===== config.mk =====
export PLATFORM = sky130hd
export DESIGN_NAME = hazard_ctrl
export DESIGN_NICKNAME = d
export VERILOG_FILES = /design/src/rtl/core_pkg.sv /design/src/rtl/sat_counter.sv /design/src/rtl/hazard_ctrl.sv
export SDC_FILE = /design/constraint.sdc
export NUM_CORES = 1
export LEC_CHECK = 0
export CAP_MARGIN = 20
export CORE_MARGIN = 2
export CORE_UTILIZATION = 45
export CTS_BUF_LIST = sky130_fd_sc_hd__clkbuf_8
export DETAILED_ROUTE_END_ITERATION = 6
export GPL_TIMING_DRIVEN = 0
export PLACE_DENSITY = 0.75
export SYNTH_ARGS = -nofsm -noshare
export SYNTH_HDL_FRONTEND = slang
export SYNTH_SLANG_ARGS = --single-unit

===== constraint.sdc =====
create_clock -name clk -period 2.59 [get_ports clk]
set_input_delay 0.518 -clock clk [delete_from_list [all_inputs] [get_ports clk]]
set_output_delay 0.518 -clock clk [all_outputs]
set_load 0.05 [all_outputs]

===== src/rtl/core_pkg.sv =====
// Shared core definitions for the hazard/flush controller.
//   hazard_state_t  : hazard FSM states (RUN, MEM_WAIT, HALT)
//   FWD_*           : execute-stage operand forward selects
//   RESULT_SRC_LOAD : ResultSrcE encoding that marks a load
//   fwd_sel()       : forward select for one execute source register
package core_pkg;

    typedef enum logic [1:0] {
        RUN      = 2'd0,
        MEM_WAIT = 2'd1,
        HALT     = 2'd2
    } hazard_state_t;

    localparam logic [1:0] FWD_RF = 2'b00;
    localparam logic [1:0] FWD_W  = 2'b01;
    localparam logic [1:0] FWD_M  = 2'b10;

    localparam logic [1:0] RESULT_SRC_LOAD = 2'b01;

    // M stage wins over W: it holds the younger result for the same register.
    function automatic logic [1:0] fwd_sel(input logic [4:0] rs,
                                           input logic [4:0] rd_m, input logic wr_m,
                                           input logic [4:0] rd_w, input logic wr_w);
        if (wr_m && (rd_m != 5'd0) && (rd_m == rs))      return FWD_M;
        else if (wr_w && (rd_w != 5'd0) && (rd_w == rs)) return FWD_W;
        else                                             return FWD_RF;
    endfunction

endpackage


===== src/rtl/sat_counter.sv =====
// Saturating up-counter for debug activity counts.
//   clk, rst : clock, async active-high reset (clears to 0)
//   inc      : count this cycle
//   cnt_o    : current count, sticks at all-ones
module sat_counter #(
    parameter int W = 32
) (
    input  logic         clk,
    input  logic         rst,
    input  logic         inc,
    output logic [W-1:0] cnt_o
);

    logic [W-1:0] cnt_q;

    always_ff @(posedge clk or posedge rst) begin
        if (rst)                       cnt_q <= '0;
        else if (inc && (cnt_q != '1)) cnt_q <= cnt_q + W'(1);
    end

    assign cnt_o = cnt_q;

endmodule


===== src/rtl/hazard_ctrl.sv =====
// Pipeline hazard and flush controller for the 5-stage RV32 core.
//   Rs1D/Rs2D, Rs1E/Rs2E/RdE, ResultSrcE, PCSrcE : decode/execute hazard inputs
//   RdM/RegWriteM, RdW/RegWriteW                 : forwarding sources
//   MemReqM/MemReadyM                            : data memory handshake
//   StallF/D/E/M, FlushD/E/W                     : stage register hold / clr
//   ForwardAE/BE                                 : execute operand selects
//   MemTimeoutErr                                : sticky memory-wait timeout
//   StallCnt/FlushCnt                            : saturating debug counters
module hazard_ctrl
    import core_pkg::*;
#(
    parameter logic [1:0] LOAD_SRC    = RESULT_SRC_LOAD,
    parameter int         MEM_TIMEOUT = 256,
    parameter int         CNT_W       = 32
) (
    input  logic             clk,
    input  logic             rst,
    input  logic [4:0]       Rs1D,
    input  logic [4:0]       Rs2D,
    input  logic [4:0]       Rs1E,
    input  logic [4:0]       Rs2E,
    input  logic [4:0]       RdE,
    input  logic [1:0]       ResultSrcE,
    input  logic             PCSrcE,
    input  logic [4:0]       RdM,
    input  logic             RegWriteM,
    input  logic [4:0]       RdW,
    input  logic             RegWriteW,
    input  logic             MemReqM,
    input  logic             MemReadyM,
    output logic             StallF,
    output logic             StallD,
    output logic             StallE,
    output logic             StallM,
    output logic             FlushD,
    output logic             FlushE,
    output logic             FlushW,
    output logic [1:0]       ForwardAE,
    output logic [1:0]       ForwardBE,
    output logic             MemTimeoutErr,
    output logic [CNT_W-1:0] StallCnt,
    output logic [CNT_W-1:0] FlushCnt
);

    localparam int WAIT_W = (MEM_TIMEOUT > 2) ? $clog2(MEM_TIMEOUT) : 1;
    localparam logic [WAIT_W-1:0] WAIT_LAST = WAIT_W'(MEM_TIMEOUT - 1);

    hazard_state_t     state_q, state_d;
    logic [WAIT_W-1:0] wait_q, wait_d;
    logic              mem_stall, lw_stall, halt;

    always_ff @(posedge clk or posedge rst) begin
        if (rst) begin
            state_q <= RUN;
            wait_q  <= '0;
        end else begin
            state_q <= state_d;
            wait_q  <= wait_d;
        end
    end

    always_comb begin
        state_d   = state_q;
        wait_d    = wait_q;
        halt      = (state_q == HALT);
        mem_stall = MemReqM & ~MemReadyM & ~halt;
        unique case (state_q)
            RUN: begin
                if (MemReqM && !MemReadyM) begin
                    state_d = MEM_WAIT;
                    wait_d  = '0;
                end
            end
            MEM_WAIT: begin
                // A dropped request counts as completion.
                if (!MemReqM || MemReadyM)  state_d = RUN;
                else if (wait_q == WAIT_LAST) state_d = HALT;
                else                        wait_d  = wait_q + WAIT_W'(1);
            end
            HALT:    state_d = HALT;
            default: state_d = RUN;
        endcase
    end

    assign lw_stall = (ResultSrcE == LOAD_SRC) && (RdE != 5'd0) &&
                      ((RdE == Rs1D) || (RdE == Rs2D));

    assign StallF = lw_stall | mem_stall | halt;
    assign StallD = StallF;
    assign StallE = mem_stall | halt;
    assign StallM = StallE;
    // While E is frozen PCSrcE persists, so the redirect flush is deferred, not lost.
    assign FlushD = PCSrcE & ~mem_stall & ~halt;
    assign FlushE = (lw_stall | PCSrcE) & ~mem_stall & ~halt;
    assign FlushW = mem_stall | halt;

    assign ForwardAE = fwd_sel(Rs1E, RdM, RegWriteM, RdW, RegWriteW);
    assign ForwardBE = fwd_sel(Rs2E, RdM, RegWriteM, RdW, RegWriteW);

    assign MemTimeoutErr = halt;

    sat_counter #(.W(CNT_W)) u_stall_cnt (
        .clk   (clk),
        .rst   (rst),
        .inc   (StallF),
        .cnt_o (StallCnt)
    );

    sat_counter #(.W(CNT_W)) u_flush_cnt (
        .clk   (clk),
        .rst   (rst),
        .inc   (FlushD),
        .cnt_o (FlushCnt)
    );

endmodule


==> run_results.csv, run 1 <==
group,metric,value,unit
clock_tree,tritoncts,"built",
worst_setup_path,setup.worst_path.start_class,"input pin",
clock_tree,cts_inserted_buffers,9,
layout,finalNetCount,575,
yosys,synth_area_leaders,"dfrtp_1 46%, xnor2_1 10%, xor2_1 9.7%, nand3_1 4.2%, nand4_1 2.8%",
worst_setup_path,rrSetupSlack,0.26,ns
yosys,synth_ff_type,"dfrtp_1",
yosys,synthCells,395,
place,dp_hpwl,7060,um
place,gp_congestion,0.843,
routing,drt-initial-drc-count,88,
sta,tightestPinTransition,0.878,ns
routing,dr.pass1.iters,4,
sta,setup_violations,0,
global_routing,gr-total-overflow,0,
yosys,ys_types,47,
place,placed_cell_area,5440,um^2
min_path,whs_path_depth,1,
job,drv_cap,0,
routing,viasPerCell,5.32,
sta,hold_violations,0,
sta,slew_viol_final,0,
min_path,worstHoldStart,"u_stall_cnt.cnt_o[14]",
yosys,synth_edf_count,0,
worst_setup_path,worst-setup-path-type,"in -> out",
worst_setup_path,max_stage_delay,0.56,ns
yosys,yosysTopAreaCell,"dfrtp_1",
clock_tree,htreeDepth,3,
worst_setup_path,cp-end-kind,"output pin",
worst_setup_path,worstReg2RegStart,"u_stall_cnt.cnt_o[0]",
worst_setup_path,worst-path-buf-inv,4,
worst_setup_path,slowest_stage,"or4_4",
sta,fin_worst_skew,0.0113,ns
global_routing,grt_pass1_wl,16000,um
floorplan,core_area,8720,um^2
yosys,synth_seq_cells,74,
power,leakagePower,2.40,nW
floorplan,dieArea,9760,um^2
worst_setup_path,path_cells,"dlygate4sd2_1 > or4_4 > o21ai_4 > buf_6 > o21ai_4 > buf_4 > buf_4",
yosys,syn_avg_cell_area,10.2,um^2
yosys,synth.top_cell.area_share,45.8,%
routing,drtAntennaViolNets,0,
sta,max_freq,0.393,GHz
sta,hold-worst-slack,0.492,ns
yosys,yosys_warnings,0,
min_path,hold-path-endpoint,"u_stall_cnt.cnt_o[14]",
sta,final.setup.tns,0,ns
layout,final_area,5760,um^2
yosys,netlist_area,4050,um^2
floorplan,initial_core_util,46.4,%
place,port-buffer-count,119,
layout,fill_cells,706,
layout,diodes,0,
floorplan,io_pins,120,
sta,slew_headroom,41.4,%
layout,drive_above_1_share,13.5,%
worst_setup_path,crit_fanout,3,
worst_setup_path,crit_arrival,2.03,ns
global_routing,grt_max_degree,75,
yosys,synth.most_common_cell,"dfrtp_1",
routing,wl_per_cell,14.8,um
routing,vias,3403,
min_path,min_path_type,"reg -> reg",
worst_setup_path,required,2.07,ns
yosys,synth_nets,442,
sta,fin_crit,2.55,ns
power,ir_worst_vdd,0.526,mV
floorplan,std_cell_rows,34,
worst_setup_path,reg2reg_depth,7,
yosys,ys_seq_area_share,45.8,%
floorplan,die_width,98.8,um
worst_setup_path,cp-startpoint,"RdE[4]",
yosys,async_reset_ff_share,100,%
run_status,status,"finished clean",
routing,drc,0,
clock_tree,worstSkewPairLatency,0.34,ns
worst_setup_path,r2r-end,"u_stall_cnt.cnt_o[1]",
clock_tree,clk_pin_slew,0.07,ns
global_routing,antenna_found_initial,0,
yosys,synth.top_cells.by_count,"74 x dfrtp_1, 46 x xnor2_1, 45 x xor2_1",
global_routing,grt_pass1_vias,3421,
floorplan,die_h,98.8,um
sta,fin_crit_sh,98.4,%
clock_tree,clk_path_buf_depth,2,
clock_tree,ctsRootBufferMaster,"clkbuf_8",
global_routing,grt.total_usage,20.1,%
power,power.density,665,nW/um^2
clock_tree,clkSinkCount,74,
routing,routed_wl,9440,um
layout,syn_to_final_growth,42.4,%
power,power,3.83,mW
worst_setup_path,path_delay_family,"buffers and inverters",
[cells by family (layout without fill, tap and decap cells)]
| kind of cell | count (synthesis) | in the layout | share of synthesized area [%] |
|---|---|---|---|
| AND/OR/NAND/NOR | 173 | 173 | 24.3 |
| AO/OA/AOI/OAI | 27 | 27 | 5.13 |
| flip-flops | 74 | 74 | 45.8 |
| XOR/XNOR | 91 | 91 | 19.7 |
| buffers and inverters | 22 | 159 | 2.75 |
| adder cells (fa/ha/maj) | 3 | 3 | 0.928 |
| multiplexers | 5 | 5 | 1.36 |
[power by group]
part           leakage [nW]  switching (mW)  internal (mW)
clock                 0.118           0.415          0.659
sequential            0.950           0.187           1.29
combinational          1.34           0.825          0.454
[stage by stage]
stage,util [%],std cells,setup slack [ns]
4_1_cts,65.7,640,0.00595
3_5_place_dp,62.4,622,-1.05
3_3_place_gp,62.3,622,-1.04
5_1_grt,66.0,640,-0.00970
6_report,66.0,640,0.0427
2_1_floorplan,-,395,0.0770
[state kept, by name, summed over array words and instances, names as in the netlist]
| name | count |
|---|---|
| state_q | 2 |
| u_flush_cnt.cnt_o | 32 |
| u_stall_cnt.cnt_o | 32 |
| wait_q | 8 |
[how the worst max path moves through the flow]
stage,slack (ns),depth (start not counted),to
final,0.04,7,StallF
after detailed placement,-1.05,7,StallF
after global routing,-0.01,6,ForwardAE[0]
after global placement,-1.04,7,StallF
after CTS,0.006,7,ForwardBE[0]
after floorplan,0.08,4,ForwardAE[0]
[routing by layer]
layer	global-route usage, %	routed length [um]	up-vias
li1	-	-	1672
met1	26.0	4090	1630
met2	32.1	4530	84
met3	6.88	628	17
met4	5.90	192	0
met5	0	0	-
[worst register-to-register path, cell delays in order, from the launching register on]
cell     delay [ns]
dfrtp_1        0.42
ha_1           0.21
nand2_1        0.13
nor4_4         0.55
a32oi_1        0.17
a21bo_2        0.23
buf_4          0.18
mux2_1         0.33
[layout make-up]
type	instances	area [um^2]	area share (%)
multi-input cells	299	2210	38.4
flip-flops and latches	74	1850	32.2
repair buffers	123	1210	21.1
clock buffers	10	138	2.39
well taps	108	135	2.35
clock inverters	5	103	1.78
plain buffers	9	61.3	1.06
inverters	12	47.5	0.826
[repair_timing]
action | CTS | global route
pin swaps | 7 | 7
resized for setup | 89 | 22
setup endpoints to repair | 11 | 9
buffers inserted | 4 | 0
hold buffers | 0 | 0
[placed cells by master, fill, tap and decap left out, drive strengths merged, types with 9 or more instances in the layout]
cell	netlist	layout
nand2	27	27
and3	10	10
inv	12	12
nand3	34	34
clkdlybuf4s50	0	87
buf	8	20
xnor2	46	46
nand4	19	19
nor2	22	22
clkbuf	2	15
dfrtp	74	74
dlygate4sd2	0	9
xor2	45	45
nor4	12	12
nor3	24	24
(Power assumes the default switching activity.)
==> run 2: changes to the inputs <==
- CAP_MARGIN: 20 -> 10
- CORE_UTILIZATION: 45 -> 25
- PLACE_DENSITY: 0.75 -> 0.46
==> run 2 against run 1 <==
Net effect: critical path type unchanged; sequential cell count did not move; via count fell by 0.85%; fmax rose by 1.2%; sequential power barely moved; largest power group unchanged; die area rose by 76%; largest cell class unchanged.
==> run_results.csv, run 2 (same netlist as run 1, synthesis figures left out) <==
group,metric,value,unit
worst_setup_path,cp-startpoint,"RdW[2]",
layout,fill_cells,1571,
routing,dr.pass1.iters,4,
run_status,status,"finished clean",
clock_tree,worstSkewPairLatency,0.36,ns
sta,fin_crit,2.52,ns
sta,slew_viol_final,0,
clock_tree,clk_pin_slew,0.08,ns
global_routing,antenna_found_initial,0,
worst_setup_path,setup.worst_path.start_class,"input pin",
global_routing,grt.total_usage,12.6,%
layout,final_common_cell,"clkdlybuf4s50_1",
floorplan,initial_core_util,25.6,%
routing,wl_per_cell,13.7,um
place,dp_hpwl,7890,um
worst_setup_path,crit_fanout,3,
min_path,min_path_type,"in -> async",
layout,finalNetCount,579,
floorplan,die_width,131,um
routing,drtAntennaViolNets,0,
sta,fin_worst_skew,0.0117,ns
power,power,3.77,mW
layout,final_cell_mix,"85 x clkdlybuf4s50_1, 74 x dfrtp_1, 46 x xnor2_1",
place,gp_congestion,0.799,
floorplan,dieArea,17200,um^2
global_routing,gr-total-overflow,0,
clock_tree,ctsRootBufferMaster,"clkbuf_8",
place,port-buffer-count,119,
worst_setup_path,worstReg2RegStart,"u_stall_cnt.cnt_o[0]",
sta,slew_headroom,62.4,%
job,drv_cap,0,
routing,vias,3374,
power,leakagePower,2.45,nW
floorplan,std_cell_rows,46,
clock_tree,clk_path_buf_depth,2,
routing,viasPerCell,4.48,
routing,drt-initial-drc-count,104,
global_routing,grt_max_degree,59,
power,power.density,633,nW/um^2
floorplan,core_area,15800,um^2
routing,drc,0,
global_routing,grt_pass1_wl,17600,um
place,place_inst,731,
routing,routed_wl,10300,um
layout,drive_above_1_share,14.0,%
sta,setup_violations,0,
layout,final_core_util,37.6,%
worst_setup_path,worst-setup-path-type,"in -> out",
floorplan,io_pins,120,
layout,diodes,0,
worst_setup_path,reg2reg_depth,7,
sta,fin_crit_sh,97.2,%
worst_setup_path,crit_arrival,2.00,ns
sta,tightestPinTransition,0.559,ns
sta,max_freq,0.397,GHz
sta,hold_violations,0,
worst_setup_path,required,2.07,ns
clock_tree,tritoncts,"built",
floorplan,die_h,131,um
layout,fin_cells,753,
clock_tree,htreeDepth,3,
worst_setup_path,cp-end-kind,"output pin",
power,ir_worst_vdd,0.260,mV
clock_tree,cts_inserted_buffers,9,
layout,syn_to_final_growth,47.0,%
global_routing,grt_pass1_vias,3413,
clock_tree,clkSinkCount,74,
worst_setup_path,rrSetupSlack,0.20,ns
## run 2: cell count changes in the layout (fill, tap and decap cells not counted), moves of 2 or more
| cell | delta |
|---|---|
| buf_2 | +2 |
| buf_4 | +2 |
| clkbuf_2 | -2 |
| clkdlybuf4s50_1 | -2 |
| dlygate4sd2_1 | +2 |
| inv_1 | +2 |
## run 2: repair_timing
item / in CTS / in global routing
setup endpoints to repair: 11 / 10
pin swaps: 6 / 9
gates resized for setup: 93 / 23
hold buffers: 0 / 0
setup buffers: 6 / 1
## run 2: metal layers
layer / share of wire (%) / vias to the layer above / global-route usage (%) / wire length (um)
met5: 0 / - / 0 / 0
met4: 2.0 / 0 / 4.83 / 203
met3: 3.2 / 15 / 2.85 / 328
met2: 48 / 59 / 20.5 / 4990
met1: 47 / 1625 / 16.3 / 4820
li1: - / 1675 / - / -
## run 2: through the flow
step	hold slack [ns]	setup TNS [ns]	setup slack (ns)	instance area [um^2]
2_1_floorplan	0.490	0	0.0770	4110
3_3_place_gp	0.485	-103.46	-1.23	5570
3_5_place_dp	0.485	-13.24	-1.19	5600
4_1_cts	0.431	0	0.00180	5900
5_1_grt	0.435	-0.00136	-0.00136	5950
6_report	0.446	0	0.0732	5950
## run 2: worst paths after layout
kind	end
max in group asynchronous	u_flush_cnt.cnt_o[4]
min in group clk	u_stall_cnt.cnt_o[31]
hold / removal	u_stall_cnt.cnt_o[15]
setup / recovery	ForwardAE[0]
setup reg to reg	u_stall_cnt.cnt_o[1]
hold reg to reg	u_stall_cnt.cnt_o[31]
## run 2: layout make-up
type	count	area, um^2	share of cell area, %
Tap cell	216	270	4.54
Timing Repair Buffer	127	1270	21.4
Sequential cell	74	1850	31.1
Clock inverter	6	82.6	1.39
Multi-Input combinational cell	299	2220	37.3
Buffer	9	65.1	1.09
Clock buffer	10	138	2.31
Inverter	12	47.5	0.799
## run 2: critical path: stages
cell	delay (ns)
dlygate4sd2_1	0.29
xor2_1	0.16
or4_4	0.56
nor4_4	0.29
buf_6	0.19
## run 2: report_power, final
group / total [mW] / internal, mW / leakage (nW) / switching (mW)
registers: 1.48 / 1.29 / 0.950 / 0.192
logic: 1.27 / 0.464 / 1.39 / 0.810
clock network: 1.01 / 0.562 / 0.111 / 0.445
